**src/rtl/wb_watchdog.sv**
```systemverilog
// Wishbone pipelined pass-through that tracks outstanding requests and kills
// any bus cycle whose slave stops responding for TIMEOUT cycles.
module wb_watchdog #(
    parameter int AW      = 32,
    parameter int DW      = 32,
    parameter int LGDEPTH = 4,
    parameter int TIMEOUT = 1024
) (
    input  logic               i_clk,
    input  logic               i_reset_n,
    input  logic               i_mcyc,
    input  logic               i_mstb,
    input  logic               i_mwe,
    input  logic [AW-1:0]      i_maddr,
    input  logic [DW-1:0]      i_mdata,
    input  logic [DW/8-1:0]    i_msel,
    output logic               o_mack,
    output logic               o_mstall,
    output logic               o_merr,
    output logic [DW-1:0]      o_mdata,
    output logic               o_scyc,
    output logic               o_sstb,
    output logic               o_swe,
    output logic [AW-1:0]      o_saddr,
    output logic [DW-1:0]      o_sdata,
    output logic [DW/8-1:0]    o_ssel,
    input  logic               i_sack,
    input  logic               i_sstall,
    input  logic               i_serr,
    input  logic [DW-1:0]      i_sdata,
    output logic [LGDEPTH-1:0] o_outstanding,
    output logic               o_timeout,
    output logic               o_fault
);

    localparam logic [LGDEPTH-1:0] MAXOUT     = {LGDEPTH{1'b1}};
    localparam logic [15:0]        TIMER_LAST = 16'(TIMEOUT - 1);
    localparam logic [15:0]        TIMER_MAX  = 16'hFFFF;

    typedef enum logic [1:0] {
        IDLE  = 2'd0,
        BUSY  = 2'd1,
        ABORT = 2'd2
    } state_t;

    state_t             state;
    state_t             state_next;
    logic [LGDEPTH-1:0] outstanding;
    logic [LGDEPTH-1:0] outstanding_next;
    logic [15:0]        timer;
    logic [15:0]        timer_next;
    logic               abort_err;
    logic               timeout_pulse;
    logic               fault;

    logic in_abort;
    logic full;
    logic accept;
    logic returned;
    logic spurious;
    logic waiting;
    logic timeout_hit;

    assign in_abort = (state == ABORT);
    assign full     = (outstanding == MAXOUT);

    // Request side is gated off while aborting and while reset is held.
    assign o_scyc   = i_reset_n && !in_abort && i_mcyc;
    assign o_sstb   = i_reset_n && !in_abort && i_mstb && !full;
    assign o_mstall = in_abort || i_sstall || full;
    assign o_swe    = i_mwe;
    assign o_saddr  = i_maddr;
    assign o_sdata  = i_mdata;
    assign o_ssel   = i_msel;
    assign o_mdata  = i_sdata;

    assign accept   = o_scyc && o_sstb && !i_sstall;
    assign returned = !in_abort && (i_sack || i_serr);
    assign spurious = returned && (outstanding == '0) && !accept;

    // An error wins over a simultaneous ack; unmatched returns never reach the master.
    assign o_mack = i_reset_n && returned && i_sack && !i_serr && !spurious;
    assign o_merr = i_reset_n && (abort_err || (returned && i_serr && !spurious));

    assign waiting = (state == BUSY) && i_mcyc
                     && ((i_mstb && o_mstall) || (outstanding != '0))
                     && !accept && !returned;
    assign timeout_hit = waiting && (timer == TIMER_LAST);

    assign o_outstanding = outstanding;
    assign o_timeout     = timeout_pulse;
    assign o_fault       = fault;

    always_ff @(posedge i_clk or negedge i_reset_n) begin
        if (!i_reset_n) begin
            state <= IDLE;
        end else begin
            state <= state_next;
        end
    end

    always_comb begin
        state_next       = state;
        outstanding_next = outstanding;
        timer_next       = '0;

        unique case (state)
            IDLE:    if (i_mcyc) state_next = BUSY;
            BUSY: begin
                if (timeout_hit) begin
                    state_next = ABORT;
                end else if (!i_mcyc) begin
                    state_next = IDLE;
                end
            end
            ABORT:   if (!i_mcyc) state_next = IDLE;
            default: state_next = IDLE;
        endcase

        if (!i_mcyc || in_abort || timeout_hit) begin
            outstanding_next = '0;
        end else if (accept && !returned) begin
            outstanding_next = outstanding + LGDEPTH'(1);
        end else if (returned && !accept && (outstanding != '0)) begin
            outstanding_next = outstanding - LGDEPTH'(1);
        end

        if (waiting && !timeout_hit) begin
            timer_next = (timer == TIMER_MAX) ? timer : timer + 16'd1;
        end
    end

    always_ff @(posedge i_clk or negedge i_reset_n) begin
        if (!i_reset_n) begin
            outstanding   <= '0;
            timer         <= '0;
            abort_err     <= 1'b0;
            timeout_pulse <= 1'b0;
            fault         <= 1'b0;
        end else begin
            outstanding   <= outstanding_next;
            timer         <= timer_next;
            abort_err     <= timeout_hit;
            timeout_pulse <= timeout_hit;
            fault         <= fault || spurious || (returned && i_sack && i_serr);
        end
    end

endmodule
```
**config.mk**
```make
export PLATFORM = sky130hd
export DESIGN_NAME = wb_watchdog
export DESIGN_NICKNAME = d
export VERILOG_FILES = /design/src/rtl/wb_watchdog.sv
export SDC_FILE = /design/constraint.sdc
export NUM_CORES = 1
export LEC_CHECK = 0
export CORE_AREA = 2 2 86 88
export CTS_CLUSTER_SIZE = 12
export DETAILED_ROUTE_END_ITERATION = 8
export DIE_AREA = 0 0 88 90
export PLACE_DENSITY_LB_ADDON = 0.3
export SLEW_MARGIN = 0
export SYNTH_ARGS = -nofsm -noshare
export SYNTH_HDL_FRONTEND = slang
export SYNTH_SLANG_ARGS = --single-unit
export TNS_END_PERCENT = 1
```
**constraint.sdc**
```tcl
create_clock -name i_clk -period 3.1 [get_ports i_clk]
set_clock_uncertainty 0.05 [all_clocks]
set_input_delay 0.62 -clock i_clk [delete_from_list [all_inputs] [get_ports i_clk]]
set_output_delay 0.62 -clock i_clk [all_outputs]
set_load 0.005 [all_outputs]
```
==> results by group <==
Drt
  – Final wirelength: 3962 um
  – Initial DRC Count: 41
  – Detailed-route via count: 1337
  – Number of antenna-violating nets in the routed design: 0
  – DR pass1 iterations: 4
  – WL/cell: 13.48 um
  – Number of remaining DRC errors: 0
  – Average vias per placed instance: 4.548

Worst setup path
  – Number of cells traversed by the worst register-to-register path: 10
  – Req. time, crit path: ~2.4 ns
  – Setup slack of the worst register-to-register path: 0.76 ns
  – Startpoint kind of the worst setup timing path: input pin
  – Capturing element type of the critical path: output pin
  – Data arrival, critical path: between 2 and 2.5 ns
  – Critical R2R Launch: o_outstanding[1]
  – Reg2Reg Capture Point: o_outstanding[3]
  – Largest fanout on the critical path: 3
  – Kind of critical path: input pin to output pin

Clock network
  – CTS tree: built
  – Buffer cell driving the clock tree root: sky130_fd_sc_hd__clkbuf_8
  – Clock buffer count from CTS: 3
  – Maximum buffer depth of the clock tree: 2
  – Buffer count from post-CTS setup fixing: 0
  – Skew-Pair Late Insertion Delay: 0.27 ns
  – Hold-fix buffer count after cts: 0
  – Post-cts repair resize count: 1
  – Clock tree sinks: 24
  – Clock slew at reported path FFs: 0.08 ns
  – CTS H-tree depth: 1

STA
  – Highest achievable clock rate: around 330 MHz
  – Actual transition at the worst max-transition pin: 0.5729 ns
  – Post-route worst setup slack: 0.1139 ns
  – Worst relative slew slack: 0.6146
  – Final critical-path share of the clock period: 0.9633
  – RSZ-0062 raised after global routing: no
  – Tmin final: 2.986 ns
  – Setup violators final: 0
  – Max-slew violation count: 0
  – Final count of hold timing violations: 0
  – Aggregate negative setup slack: 0 ns

Yosys
  – Main area contributors after synthesis: sky130_fd_sc_hd__buf_4 34%, sky130_fd_sc_hd__dfrtp_1 27%, sky130_fd_sc_hd__nor2_1 4.5%
  – FFs w/ async S/R, synth: 1.000
  – Number of different library cells in the post-synthesis netlist: 44
  – Area share of the leading cell type in the synthesized netlist: 0.3376
  – Post-Synthesis Mean Instance Area: 8.475 um2
  – Seq/Total Area, Yosys: 0.2674
  – Number of warnings reported in the yosys synthesis log: 0
  – Main flop type after synthesis: sky130_fd_sc_hd__dfrtp_1
  – Seq cells post-synth: 24
  – Post-synth EDFFs: 0
  – Syn Nets: 377
  – Syn Inst Count: 265
  – Cell type contributing the most total cell area after synthesis: sky130_fd_sc_hd__buf_4
  – Synthesized cell area: around 2200 um2

Final layout
  – Share of post-route cells with drive strength above 1: 0.1436
  – Area growth, synth to finish: -13.70%
  – Filler Cell Count: 774
  – Post-layout nets: ~310
  – Number of diodes added for antenna fixing: 0

Worst hold path
  – Terminating pin of the worst hold path: state[0]
  – Cell depth of the worst hold path: 1
  – Type of the worst min-delay path: flop to flop
  – Startpoint of the most critical hold path: state[1]

Floorplan
  – Top-level I/O count: 220
  – Die width: 88 um
  – Row count: 31
  – Full die area: 7920 um2
  – Initial core utilization: 0.3199
  – Core box area: 7020 um2
  – Die Y-Extent: 90 um

Placement
  – Final weighted congestion in routability-driven placement: 0.7896
  – HPWL Detailed: slightly below 3000 um
  – Placement Setup Slack: -0.01501 ns
  – Total of buffers placed on input and output ports: 17

Global routing
  – First-pass GRT wire length: 6624 um
  – GRT overflow: 0
  – Pin count of the biggest net entering global routing: 27
  – Antenna violations before repair: 0
  – Number of global-route vias before repair: 1337
  – Global routing usage summed across all routing layers: 0.1031

Run status
  – Status: completed

Pwr
  – Reg power frac: 0.374
  – Internal power of the cells: just under 700 uW
  – Max VDD drop: between 0.1 and 0.15 mV
  – Fraction of power consumed by combinational cells: 0.342
  – Switching portion of total power: 0.2915
  – Part of the total power dissipated in the clock network: 0.284
  – Power per cell area: 502.7 nW/um2
  – Power spent charging and discharging nets: between 200 and 300 uW
  – Leak Pwr: 0.7667 nW

Flow run
  – Max_cap viols: 0
-- worst max-delay path, stage by stage --
cell and delay, ns:
sky130_fd_sc_hd__clkdlybuf4s50_1 0.49, sky130_fd_sc_hd__and3b_1 0.19, sky130_fd_sc_hd__and4_4 0.25, sky130_fd_sc_hd__nor2_4 0.05
sky130_fd_sc_hd__nor2_1 0.10, sky130_fd_sc_hd__o21a_1 0.11, sky130_fd_sc_hd__clkdlybuf4s50_1 0.49
-- per-stage QoR --
stage / power, mW / area [um2] / instances / hold WS, ns / utilization
global placement: 0.6943 / 1858 / 290 / 0.4151 / 0.2647
global route: 1.045 / 1938 / 294 / 0.4564 / 0.2761
floorplan: 0.6695 / 2246 / 265 / 0.2744 / -
finish: 0.9742 / 1938 / 294 / 0.4292 / 0.2761
CTS: 0.9810 / 1928 / 294 / 0.4379 / 0.2746
detailed placement: 0.6961 / 1858 / 290 / 0.4243 / 0.2647
-- cell families (layout without fill, tap and decap cells) --
family | count (synthesis) | in the layout | share of synthesized area
xor gates and xnor gates | 11 | 11 | 0.04290
muxes | 3 | 3 | 0.01894
buffers and inverters | 110 | 40 | 0.3571
adders and majority gates | 4 | 4 | 0.02563
DFF | 24 | 24 | 0.2674
AOI/OAI and AO/OA | 26 | 26 | 0.08579
and+or+nand+nor | 87 | 87 | 0.2022
-- power groups by stage --
stage	logic [mW]	registers, mW	clock network (mW)
after detailed placement	0.325	0.371	0
after global placement	0.323	0.371	0
after floorplan	0.305	0.365	0
final	0.333	0.365	0.277
after global routing	0.369	0.369	0.307
after CTS	0.327	0.365	0.289
-- cell usage after synthesis (2+ instances only) --
library cell and count:
sky130_fd_sc_hd__and4_1 2, sky130_fd_sc_hd__nor3b_1 2, sky130_fd_sc_hd__nor2_1 27, sky130_fd_sc_hd__nor2b_1 2, sky130_fd_sc_hd__nor3_1 7, sky130_fd_sc_hd__dfrtp_1 24
sky130_fd_sc_hd__o21ai_0 4, sky130_fd_sc_hd__nand3_1 12, sky130_fd_sc_hd__o21a_1 2, sky130_fd_sc_hd__nor4_1 2, sky130_fd_sc_hd__nand2_1 16, sky130_fd_sc_hd__a31oi_1 2
sky130_fd_sc_hd__xnor2_1 11, sky130_fd_sc_hd__and3_1 3, sky130_fd_sc_hd__nand4_1 2, sky130_fd_sc_hd__inv_1 6, sky130_fd_sc_hd__a211oi_1 3, sky130_fd_sc_hd__a21oi_1 7
sky130_fd_sc_hd__nand2b_1 2, sky130_fd_sc_hd__mux2i_1 2, sky130_fd_sc_hd__buf_4 101, sky130_fd_sc_hd__ha_1 3, sky130_fd_sc_hd__buf_2 2
-- flip-flops by register name, summed over array words and instances, names as in the netlist --
signal         flops
state              2
timer             16
o_fault            1
o_timeout          1
o_outstanding      4
-- placed cells by master, fill, tap and decap left out, types with 2 or more instances in the layout --
cell	synthesis	layout
sky130_fd_sc_hd__a211oi_1	3	3
sky130_fd_sc_hd__dfrtp_1	24	24
sky130_fd_sc_hd__nor2b_1	2	2
sky130_fd_sc_hd__xnor2_1	11	11
sky130_fd_sc_hd__nor2_1	27	26
sky130_fd_sc_hd__a21oi_1	7	7
sky130_fd_sc_hd__inv_1	6	6
sky130_fd_sc_hd__nor3b_1	2	2
sky130_fd_sc_hd__nand2_1	16	16
sky130_fd_sc_hd__nand2b_1	2	2
sky130_fd_sc_hd__mux2i_1	2	2
sky130_fd_sc_hd__o21a_1	2	2
sky130_fd_sc_hd__nand3_1	12	12
sky130_fd_sc_hd__ha_1	3	3
sky130_fd_sc_hd__clkbuf_8	0	3
sky130_fd_sc_hd__nor4_1	2	2
sky130_fd_sc_hd__buf_4	101	13
sky130_fd_sc_hd__and3_1	3	3
sky130_fd_sc_hd__clkdlybuf4s50_1	0	16
sky130_fd_sc_hd__o21ai_0	4	4
sky130_fd_sc_hd__nor3_1	7	7
sky130_fd_sc_hd__a31oi_1	2	2
sky130_fd_sc_hd__nand4_1	2	2
-- layer usage --
layer | track usage | vias to the layer above | routed length (um) | share of wire
met5 | 0 | - | 0 | 0
met2 | 0.1503 | 51 | 1782 | 0.45
met3 | 0.03949 | 28 | 381 | 0.096
li1 | - | 642 | - | -
met1 | 0.1285 | 616 | 1632 | 0.41
met4 | 0.05769 | 0 | 165 | 0.042
-- cell type report --
cell class              instances  area, um2  area share
multi-input cells             131      853.3      0.4403
flip-flops and latches         24      600.6      0.3099
repair buffers                 30      266.5      0.1375
well taps                      99      123.9     0.06391
clock buffers                   3      41.29     0.02130
clock inverters                 1      30.03     0.01549
inverters                       6      22.52     0.01162
-- worst max-delay path by stage --
stage | from | endpoint | slack (ns) | cells after the start
4_1_cts | i_sstall | o_merr | 0.002 | 7
3_5_place_dp | i_reset_n | o_mack | -0.02 | 6
5_1_grt | i_sstall | o_merr | 0.03 | 7
3_3_place_gp | i_mstb | o_mack | 0.02 | 6
6_report | i_reset_n | o_merr | 0.11 | 7
2_1_floorplan | i_sstall | o_outstanding[3] | 0.79 | 9
Note: power is estimated with default switching activity, not from simulation.
